### src/rtl/rs232_rx.sv
// 8N1 UART receiver: 2-flop synchronizer, oversampling FSM, one-cycle valid/frame_err strobes.
// Latency: strobe 3+HALF+9*DIV cycles after pin fall (+1 with RS232_RX_MAJORITY_EN); no backpressure, missed strobes lose the byte.
// Optional RS232_RX_MAJORITY_EN: 2-of-3 vote around every sample point.
module rs232_rx #(
   parameter int CLK_FREQ = 50_000_000,
   parameter int BAUD     = 115200
) (
   input  logic       clk,
   input  logic       rst,
   input  logic       rx,
   output logic [7:0] data,
   output logic       valid,
   output logic       frame_err
);

   localparam int DIV  = CLK_FREQ / BAUD;
   localparam int HALF = DIV / 2;

   localparam logic [15:0] BIT_END = 16'(DIV - 1);
`ifdef RS232_RX_MAJORITY_EN
   // Start check ends one cycle later so every later window is target-1..target+1.
   localparam logic [15:0] START_END = 16'(HALF);
`else
   localparam logic [15:0] START_END = 16'(HALF - 1);
`endif

   typedef enum logic [2:0] {
      IDLE,
      START,
      DATA,
      STOP,
      WAIT_HIGH
   } state_t;

   state_t      state, state_nxt;
   logic [15:0] cnt, cnt_nxt;
   logic [2:0]  bitidx, bitidx_nxt;
   logic [7:0]  shreg, shreg_nxt;
   logic [7:0]  data_nxt;
   logic        valid_nxt, ferr_nxt;
   logic        rx_m, rx_s;
   logic        smp;

   always_ff @(posedge clk) begin
      if (rst) begin
         rx_m <= 1'b1;
         rx_s <= 1'b1;
      end else begin
         rx_m <= rx;
         rx_s <= rx_m;
      end
   end

`ifdef RS232_RX_MAJORITY_EN
   logic [1:0] hist;

   always_ff @(posedge clk) begin
      if (rst) begin
         hist <= 2'b11;
      end else begin
         hist <= {hist[0], rx_s};
      end
   end

   assign smp = (hist[1] & hist[0]) | (hist[1] & rx_s) | (hist[0] & rx_s);
`else
   assign smp = rx_s;
`endif

   always_ff @(posedge clk) begin
      if (rst) begin
         state     <= IDLE;
         cnt       <= 16'd0;
         bitidx    <= 3'd0;
         shreg     <= 8'h00;
         data      <= 8'h00;
         valid     <= 1'b0;
         frame_err <= 1'b0;
      end else begin
         state     <= state_nxt;
         cnt       <= cnt_nxt;
         bitidx    <= bitidx_nxt;
         shreg     <= shreg_nxt;
         data      <= data_nxt;
         valid     <= valid_nxt;
         frame_err <= ferr_nxt;
      end
   end

   always_comb begin
      state_nxt  = state;
      cnt_nxt    = cnt;
      bitidx_nxt = bitidx;
      shreg_nxt  = shreg;
      data_nxt   = data;
      valid_nxt  = 1'b0;
      ferr_nxt   = 1'b0;

      case (state)
         IDLE: begin
            cnt_nxt = 16'd0;
            if (!rx_s) begin
               state_nxt = START;
            end
         end

         START: begin
            if (cnt == START_END) begin
               cnt_nxt    = 16'd0;
               bitidx_nxt = 3'd0;
               // A line back high at mid-start is a glitch, not a frame.
               state_nxt  = smp ? IDLE : DATA;
            end else begin
               cnt_nxt = cnt + 16'd1;
            end
         end

         DATA: begin
            if (cnt == BIT_END) begin
               shreg_nxt[bitidx] = smp;
               cnt_nxt           = 16'd0;
               bitidx_nxt        = bitidx + 3'd1;
               if (bitidx == 3'd7) begin
                  state_nxt = STOP;
               end
            end else begin
               cnt_nxt = cnt + 16'd1;
            end
         end

         STOP: begin
            if (cnt == BIT_END) begin
               cnt_nxt = 16'd0;
               if (smp) begin
                  // Leaving at mid-stop lets a back-to-back start bit be seen.
                  data_nxt  = shreg;
                  valid_nxt = 1'b1;
                  state_nxt = IDLE;
               end else begin
                  ferr_nxt  = 1'b1;
                  state_nxt = WAIT_HIGH;
               end
            end else begin
               cnt_nxt = cnt + 16'd1;
            end
         end

         WAIT_HIGH: begin
            cnt_nxt = 16'd0;
            if (rx_s) begin
               state_nxt = IDLE;
            end
         end

         default: begin
            state_nxt = IDLE;
            cnt_nxt   = 16'd0;
         end
      endcase
   end

endmodule

### config.mk
export PLATFORM = sky130hd
export DESIGN_NAME = rs232_rx
export DESIGN_NICKNAME = d
export VERILOG_FILES = /design/src/rtl/rs232_rx.sv
export SDC_FILE = /design/constraint.sdc
export NUM_CORES = 1
export LEC_CHECK = 0
export ABC_AREA = 1
export ABC_CLOCK_PERIOD_IN_PS = 2250
export CAP_MARGIN = 40
export CORE_UTILIZATION = 60
export CTS_CLUSTER_SIZE = 30
export DETAILED_ROUTE_END_ITERATION = 7
export GPL_ROUTABILITY_DRIVEN = 0
export GPL_TIMING_DRIVEN = 0
export PLACE_DENSITY = 0.9
export SLEW_MARGIN = 10
export SYNTH_ARGS = -nofsm -noshare
export SYNTH_HDL_FRONTEND = slang
export SYNTH_SLANG_ARGS = --single-unit
### constraint.sdc
create_clock -name clk -period 2.25 [get_ports clk]
set_input_delay 0.5625 -clock clk [delete_from_list [all_inputs] [get_ports clk]]
set_output_delay 0.5625 -clock clk [all_outputs]
set_load 0.01 [all_outputs]
==> flow_summary.yaml, run 1 <==
sta:
  fin_skew_ns: 0.0120
  rsz0062_at_grt: "no"
  worstMarginPinSlew_ns: 0.461
  timing.fmax_mhz: 549
  slew_violations: 0
  setup_viol: 0
  period_minus_slack_ns: 1.82
  layout_setup_ws_ns: 0.429
  relSlewSlack: 0.693
  tns_ns: 0
  hold_slack_ns: 0.428
  hold_violations: 0
  finalCritPeriodShare: 0.809
synthesis:
  synth_fa_ha_area_frac: 0.0288
  synth_fp_nets: 299
  ys_warn_count: 0
  synth_top_family_by_area: "simple AND/OR/NAND/NOR gates"
  ys_seq_area_frac: 0.387
  synth-xor-area-share: 0.0403
  yosysTopAreaCell: "dfxtp_1"
  synthTopCellsByArea: "dfxtp_1 39%, nand2_1 8.6%, nor2_1 6.0%"
  synth-seq-cells: 42
  syn_area_mm2: 0.00217
  synth.avg_cell_area_um2: 7.47
  synth_top_cell_area_share: 0.387
  muxShareOfSynthArea: 0
  synth-simple-area-share: 0.358
  synth-compound-area-share: 0.0881
  netlist-cell-type-count: 28
  synthCells: 291
placement:
  pre_cts_slack_ns: 0.237
  port_buffers: 12
  hpwl_um: 3050
  post-place-cells: 349
power_and_ir_drop:
  pwr_density_cell_mw_per_mm2: 710
  power.total_mw: 1.72
  peakVddDrop_v: 0.000702
  leakage_nw: 0.935
floorplan:
  core_area_mm2: 0.00342
  die_area_mm2: 0.00387
  die_h_um: 62.2
  rows: 21
  die_w_um: 62.2
  io_pins: 13
  initial_core_util: 0.636
clocking:
  cts_tree: "yes"
  clockBufferDepth: 2
  clk_pin_slew_ns: 0.13
  htreeDepth: 2
  insertion_delay_ns: 0.36
  numCtsBuffers: 5
  post_cts_buffers: 0
  hold_buffers: 0
  cts-root-buf: "clkbuf_4"
  cts_resized: 0
  cts_num_sinks: 42
critical_path:
  max_stage_delay_ns: 0.54
  r2r-end: "cnt[6]"
  startpoint: "data[0]"
  endpoint_kind: "output port"
  crit_buf_inv: 1
  critPathTopFamily: "buffers and inverters"
  cp_slowest_cell: "clkdlybuf4s50_1"
  reg2regPathDepth: 11
  path_class: "reg -> out"
  cp.required_ns: 1.69
  cp-start-kind: "flip-flop"
  timing.rr.start: "cnt[0]"
  arrival_ns: 1.26
  r2r_slack_ns: 0.54
  worstPathCellList: "clkdlybuf4s50_1"
  crit_fanout: 2
outcome:
  status: "completed"
global_route:
  globalRouteOverflowTotal: 0
  grt_max_degree: 14
  grt_usage: 0.226
  grt_pass1_vias: 1727
  grt_pass1_wl_um: 7020
  antenna_found_initial: 0
final_layout:
  num_antenna_cells: 0
  nets: 318
  drive_above_1_share: 0.193
  final_cell_mix: "50 x nand2_1, 42 x dfxtp_1, 35 x nor2_1"
  layout.cells.non_filler: 357
  layout_commonest_cell: "nand2_1"
  synthToLayoutAreaGrowth_pct: 11.7
hold_path:
  hold_path_end: "rx_s"
  holdCritPathClass: "reg -> reg"
  hp-start: "rx_m"
  min_path_cells: 1
detailed_routing:
  drc: 0
  viasPerCell: 5.17
  first_pass_iters: 4
  drt_iter0_drc: 106
  dr_total_vias: 1845
  ant_nets: 0
  drt-total-wl_um: 4100
  routedWlPerCell_um: 11.5
job:
  max_cap_viol_count: 0
## metrics by stage
| step | util | area, um2 |
|---|---|---|
| after floorplan | - | 2170 |
| after global placement | 0.688 | 2350 |
| after detailed placement | 0.688 | 2350 |
| after CTS | 0.711 | 2430 |
| after global routing | 0.711 | 2430 |
| final | 0.711 | 2430 |
## cell families after synthesis
group	count (synthesis)
compound gates	34
simple gates	154
buf+inv	46
fa+ha+maj	5
xor+xnor	10
flops	42
## state kept, by name, summed over array words and instances, names as in the netlist
| register | flops |
|---|---|
| state | 3 |
| cnt | 16 |
| valid | 1 |
| data | 8 |
| rx_m | 1 |
| frame_err | 1 |
| shreg | 8 |
| bitidx | 3 |
| rx_s | 1 |
## metal layers
layer / part of all wire / wire (um) / global-route usage / vias to the layer above
li1: - / - / - / 964
met1: 0.44 / 1810 / 0.247 / 840
met2: 0.51 / 2080 / 0.402 / 33
met3: 0.037 / 151 / 0.0625 / 8
met4: 0.014 / 59 / 0.105 / 0
met5: 0 / 0 / 0 / -
## worst max-delay path by stage
| stage | endpoint | slack [ns] | cells after the start |
|---|---|---|---|
| final | data[0] | 0.43 | 1 |
| after global routing | data[0] | 0.38 | 1 |
| after CTS | data[0] | 0.43 | 1 |
| after detailed placement | data[2] | 0.24 | 5 |
| after floorplan | data[1] | 0.75 | 11 |
| after global placement | data[6] | 0.30 | 5 |
## area by class of cell
class                      count  area [um2]
sequential                    42         841
buffer                         8        67.6
clock buffer                   5        37.5
clock inverter                 3        40.0
fill                         271         987
timing repair buffer          12         120
inverter                      38         145
tap                           46        57.6
multi-input combinational    203        1120
## power breakdown
part | switching [mW] | internal (mW)
logic | 0.280 | 0.150
registers | 0.0334 | 0.776
clock network | 0.254 | 0.230
total | 0.568 | 1.16
## cells in the mapped netlist
| cell | n |
|---|---|
| a21oi_1 | 21 |
| a21oi_2 | 1 |
| buf_4 | 2 |
| buf_6 | 4 |
| clkbuf_1 | 2 |
| dfxtp_1 | 42 |
| ha_1 | 5 |
| inv_1 | 31 |
| inv_2 | 6 |
| inv_4 | 1 |
| nand2_1 | 50 |
| nand2_2 | 3 |
| nand2_4 | 4 |
| nand3_1 | 18 |
| nand3_2 | 4 |
| nand4_1 | 11 |
| nor2_1 | 35 |
| nor2_2 | 17 |
| nor2_4 | 2 |
| nor3_1 | 5 |
| nor3_2 | 3 |
| o21ai_0 | 7 |
| o21ai_2 | 3 |
| o21bai_1 | 1 |
| o32ai_1 | 1 |
| or2_2 | 2 |
| xnor2_1 | 3 |
| xor2_1 | 7 |
(Power assumes the default switching activity.)
==> run 2: changes to the inputs <==
--- a/config.mk
+++ b/config.mk
@@ -6,14 +6,14 @@
 export NUM_CORES = 1
 export LEC_CHECK = 0
 export ABC_AREA = 1
-export ABC_CLOCK_PERIOD_IN_PS = 2250
+export ABC_CLOCK_PERIOD_IN_PS = 1890
 export CAP_MARGIN = 40
-export CORE_UTILIZATION = 60
+export CORE_UTILIZATION = 58
 export CTS_CLUSTER_SIZE = 30
 export DETAILED_ROUTE_END_ITERATION = 7
 export GPL_ROUTABILITY_DRIVEN = 0
 export GPL_TIMING_DRIVEN = 0
-export PLACE_DENSITY = 0.9
+export PLACE_DENSITY = 0.88
 export SLEW_MARGIN = 10
 export SYNTH_ARGS = -nofsm -noshare
 export SYNTH_HDL_FRONTEND = slang
==> constraint.sdc (replaced) <==
create_clock -name clk -period 1.89 [get_ports clk]
set_input_delay 0.4725 -clock clk [delete_from_list [all_inputs] [get_ports clk]]
set_output_delay 0.4725 -clock clk [all_outputs]
set_load 0.01 [all_outputs]
==> flow_summary.yaml, run 2 (synthesis gave the netlist of run 1 again) <==
placement:
  pre_cts_slack_ns: -0.0359
  port_buffers: 12
  dpl_cell_area_mm2: 0.00235
  post-place-cells: 349
  hpwl_um: 3010
sta:
  layout_setup_ws_ns: 0.232
  relSlewSlack: 0.682
  rsz0062_at_grt: "no"
  fin_skew_ns: 0.00627
  timing.fmax_mhz: 603
  tns_ns: 0
  finalCritPeriodShare: 0.877
  slew_violations: 0
  setup_viol: 0
  worstMarginPinSlew_ns: 0.476
  hold_violations: 0
  period_minus_slack_ns: 1.66
clocking:
  cts-root-buf: "clkbuf_8"
  cts_resized: 0
  hold_buffers: 0
  clockBufferDepth: 2
  clk_pin_slew_ns: 0.07
  post_cts_buffers: 0
  htreeDepth: 2
  numCtsBuffers: 5
  cts_num_sinks: 42
  insertion_delay_ns: 0.29
  cts_tree: "yes"
final_layout:
  fin_area_mm2: 0.00243
  nets: 318
  final_cell_mix: "50 x nand2_1, 42 x dfxtp_1, 35 x nor2_1"
  reg_top3: "cnt: 16 flops, data: 8 flops, shreg: 8 flops"
  largest_reg_flops: 16
  drive_above_1_share: 0.190
  seq_area_um2: 841
  largest-register: "cnt"
  num_antenna_cells: 0
  fillCellCount: 288
  multiInputGateArea_mm2: 0.00112
  synthToLayoutAreaGrowth_pct: 11.8
  layout.cells.non_filler: 356
  layout_commonest_cell: "nand2_1"
power_and_ir_drop:
  leakage_nw: 0.934
  pwr_density_cell_mw_per_mm2: 828
  intPower_mw: 1.35
  power.total_mw: 2.01
  clkPwrFrac: 0.268
  p_sw_mw: 0.664
  swShare: 0.330
  peakVddDrop_v: 0.000409
  seq_power_share: 0.475
  combPwrFrac: 0.256
detailed_routing:
  drt-total-wl_um: 4060
  dr_total_vias: 1857
  routedWlPerCell_um: 11.4
  first_pass_iters: 4
  viasPerCell: 5.22
  drc: 0
  ant_nets: 0
  drt_iter0_drc: 102
global_route:
  grt_pass1_wl_um: 7240
  globalRouteOverflowTotal: 0
  grt_usage: 0.228
  grt_max_degree: 13
  antenna_found_initial: 0
  grt_pass1_vias: 1701
floorplan:
  die_w_um: 63.2
  core_area_mm2: 0.00347
  rows: 21
  initial_core_util: 0.627
  die_h_um: 63.2
  die_area_mm2: 0.00400
  io_pins: 13
critical_path:
  path_class: "reg -> reg"
  cp-start-kind: "flip-flop"
  crit_fanout: 10
  arrival_ns: 1.84
  reg2regPathDepth: 11
  cp.required_ns: 2.07
  endpoint_kind: "flip-flop"
hold_path:
  min_path_cells: 1
  holdCritPathClass: "reg -> reg"
outcome:
  status: "completed"
job:
  max_cap_viol_count: 0
## run 2: through the flow
step,util,hold WS [ns]
after global routing,0.701,0.427
after detailed placement,0.678,0.397
after floorplan,-,0.389
after CTS,0.701,0.414
after global placement,0.678,0.398
final,0.701,0.411
## run 2: worst paths after layout
check / slack, ns / endpoint / startpoint
max: 0.23 / cnt[11] / cnt[0]
min: 0.41 / rx_s / rx_m
max reg2reg: 0.23 / cnt[11] / cnt[0]
min reg2reg: 0.41 / rx_s / rx_m
## run 2: layout make-up
| cell class | instances | share of cell area |
|---|---|---|
| clock inverters | 2 | 0.00412 |
| well taps | 46 | 0.0237 |
| inverters | 38 | 0.0597 |
| plain buffers | 8 | 0.0278 |
| multi-input cells | 203 | 0.461 |
| flip-flops and latches | 42 | 0.346 |
| repair buffers | 12 | 0.0494 |
| clock buffers | 5 | 0.0283 |
## run 2: layer usage
layer | routed length (um) | part of all wire | track usage | vias up
li1 | - | - | - | 963
met1 | 1850 | 0.45 | 0.273 | 848
met2 | 2020 | 0.50 | 0.395 | 38
met3 | 131 | 0.032 | 0.0453 | 8
met4 | 63 | 0.016 | 0.0966 | 0
met5 | 0 | 0 | 0 | -
## run 2: worst max-delay path, cell delays in order, from the launching register on
cell,delay [ns]
dfxtp_1,0.43
ha_1,0.24
inv_1,0.05
nor2_1,0.08
nand2_1,0.06
nor2_2,0.12
nand2_4,0.08
inv_4,0.08
o21ai_2,0.07
nand2_4,0.11
buf_6,0.17
nor2_2,0.04
## run 2: power by group through the flow
| stage | clock network, mW | registers (mW) | logic (mW) |
|---|---|---|---|
| after global placement | 0 | 0.978 | 0.499 |
| final | 0.540 | 0.957 | 0.516 |
| after floorplan | 0 | 0.972 | 0.425 |
| after detailed placement | 0 | 0.978 | 0.510 |
| after CTS | 0.552 | 0.957 | 0.514 |
| after global routing | 0.593 | 0.963 | 0.580 |
==> run 3: changes to the inputs <==
==> config.mk (replaced) <==
export PLATFORM = sky130hd
export DESIGN_NAME = rs232_rx
export DESIGN_NICKNAME = d
export VERILOG_FILES = /design/src/rtl/rs232_rx.sv
export SDC_FILE = /design/constraint.sdc
export NUM_CORES = 1
export LEC_CHECK = 0
export CAP_MARGIN = 40
export CORE_UTILIZATION = 30
export CTS_CLUSTER_SIZE = 30
export DETAILED_ROUTE_END_ITERATION = 7
export GPL_ROUTABILITY_DRIVEN = 0
export GPL_TIMING_DRIVEN = 0
export PLACE_DENSITY = 0.56
export SLEW_MARGIN = 10
export SYNTH_ARGS = -nofsm -noshare
export SYNTH_HDL_FRONTEND = slang
export SYNTH_SLANG_ARGS = --single-unit
==> flow_summary.yaml, run 3 <==
power_and_ir_drop:
  p_sw_mw: 0.570
  pwr_density_cell_mw_per_mm2: 843
  seq_power_share: 0.441
  leakage_nw: 0.958
  combPwrFrac: 0.228
  swShare: 0.267
  peakVddDrop_v: 0.000453
  clkPwrFrac: 0.331
  intPower_mw: 1.56
detailed_routing:
  first_pass_iters: 4
  ant_nets: 0
  routedWlPerCell_um: 12.0
  drc: 0
  viasPerCell: 4.76
  drt_iter0_drc: 88
  dr_total_vias: 1519
  drt-total-wl_um: 3830
floorplan:
  core_area_mm2: 0.00606
  die_w_um: 82.1
  io_pins: 13
  die_h_um: 82.1
  rows: 28
  die_area_mm2: 0.00675
  initial_core_util: 0.318
final_layout:
  final_cell_mix: "34 x dfxtp_1, 26 x nor2_1, 17 x mux2i_1"
  num_antenna_cells: 0
  nets: 251
  reg_top3: "cnt: 16 flops, data: 8 flops, shreg: 8 flops"
  largest-register: "cnt"
  largest_reg_flops: 16
  synthToLayoutAreaGrowth_pct: 31.4
  layout_commonest_cell: "dfxtp_1"
  fillCellCount: 620
  final_util: 0.418
  layout.cells.non_filler: 319
  drive_above_1_share: 0.279
global_route:
  grt_pass1_vias: 1403
  antenna_found_initial: 0
  globalRouteOverflowTotal: 0
  grt_max_degree: 14
  grt_pass1_wl_um: 6530
  grt_usage: 0.130
clocking:
  cts-root-buf: "clkbuf_8"
  htreeDepth: 2
  clockBufferDepth: 2
  cts_num_sinks: 42
  clk_pin_slew_ns: 0.08
  numCtsBuffers: 5
  insertion_delay_ns: 0.30
  cts_tree: "yes"
sta:
  slew_violations: 0
  hold_violations: 0
  setup_viol: 33
  hold_slack_ns: 0.412
  rsz0062_at_grt: "yes"
  fin_skew_ns: 0.0121
  period_minus_slack_ns: 1.99
  worstMarginPinSlew_ns: 0.806
  layout_setup_ws_ns: -0.0991
  timing.fmax_mhz: 503
  finalCritPeriodShare: 1.05
  relSlewSlack: 0.457
hold_path:
  holdCritPathClass: "reg -> reg"
synthesis:
  netlist-cell-type-count: 37
  yosysTopAreaCell: "dfxtp_1"
  syn_area_mm2: 0.00193
  async_flop_share: 0
  ys_seq_area_frac: 0.436
  synthTopCellsByArea: "dfxtp_1 44%, mux2i_1 8.8%, nor2_1 7.6%"
  synth_top_cell_area_share: 0.436
  ys_top_cells_by_count: "42 x dfxtp_1, 39 x nor2_1, 17 x mux2i_1"
  synth_fp_nets: 217
  yosysMostFrequentCell: "dfxtp_1"
  synth_ff_type: "dfxtp_1"
  ys_warn_count: 0
  synth-seq-cells: 42
  synth.avg_cell_area_um2: 9.22
  synth-edff-count: 0
  synthCells: 209
critical_path:
  worstPathCellList: "or4_4 -> nor4_4 -> buf_4 -> nand4_4 -> mux2i_1 -> nor2_1"
  arrival_ns: 2.16
  endpoint_kind: "flip-flop"
  cp.required_ns: 2.06
  max_stage_delay_ns: 0.59
  cp_slowest_cell: "or4_4"
  cp-start-kind: "flip-flop"
  path_class: "reg -> reg"
  crit_fanout: 8
placement:
  hpwl_um: 2570
  post-place-cells: 295
  port_buffers: 11
outcome:
  violations: "negative setup slack"
  status: "finished, violations left"
job:
  max_cap_viol_count: 0
[run 3: metrics by stage]
step                      cell area (um2)  total power, mW  setup TNS (ns)  setup slack (ns)
final                                2530             2.13           -1.70           -0.0991
after CTS                            2430             2.05           -2.63            -0.140
after floorplan                      1960             1.20          -0.961           -0.0620
after global routing                 2530             2.25           -5.52            -0.223
after detailed placement             2160             1.26           -7.05            -0.293
after global placement               2160             1.26           -6.89            -0.276
[run 3: cell families (layout without fill, tap and decap cells)]
group | after synthesis | after routing | share of synthesized area
xor+xnor | 15 | 15 | 0.0682
mux | 18 | 18 | 0.0942
fa+ha+maj | 5 | 5 | 0.0325
buf+inv | 13 | 48 | 0.0318
flops | 42 | 42 | 0.436
simple gates | 107 | 107 | 0.306
compound gates | 9 | 9 | 0.0312
[run 3: critical path, delay by kind of cell (launching register included)]
family / cells / cell delay (ns)
flip-flops: 1 / 0.32
AND/OR/NAND/NOR: 4 / 1.14
multiplexers: 1 / 0.22
buffers and inverters: 1 / 0.18
[run 3: cell type report]
class / instances / area [um2] / area share
tap: 75 / 93.8 / 0.0371
timing repair buffer: 29 / 283 / 0.112
inverter: 4 / 15.0 / 0.00593
multi-input combinational: 154 / 1130 / 0.445
clock inverter: 2 / 37.5 / 0.0148
buffer: 7 / 48.8 / 0.0193
sequential: 42 / 853 / 0.337
clock buffer: 6 / 72.6 / 0.0287
[run 3: worst paths after layout]
check                             start      end  slack (ns)  cells past startpoint
worst min-delay path               rx_m     rx_s        0.41                      1
worst min register to register     rx_m     rx_s        0.41                      1
worst max register to register  cnt[14]  data[6]        -0.1                      6
worst max-delay path            cnt[14]  data[6]        -0.1                      6
[run 3: timing repair]
item                                    4_1_cts  5_1_grt
endpoints found under the setup margin       35       35
gates resized for setup                      14       17
endpoints found under the hold margin         0        0
hold buffers                                  0        0
cloned                                        0        1
setup buffers                                13        4
pin swaps                                    11        9
[run 3: layer usage]
metal,global-route usage,share of wire,vias to the layer above
li1,-,-,787
met1,0.176,0.52,709
met2,0.191,0.44,16
met3,0.0363,0.021,7
met4,0.0579,0.021,0
met5,0,0,-
[run 3: power by group through the flow]
stage | Combinational (mW) | Sequential (mW) | Clock [mW]
finish | 0.487 | 0.942 | 0.706
global route | 0.530 | 0.948 | 0.771
CTS | 0.383 | 0.940 | 0.731
detailed placement | 0.296 | 0.960 | 0
global placement | 0.298 | 0.958 | 0
floorplan | 0.247 | 0.952 | 0
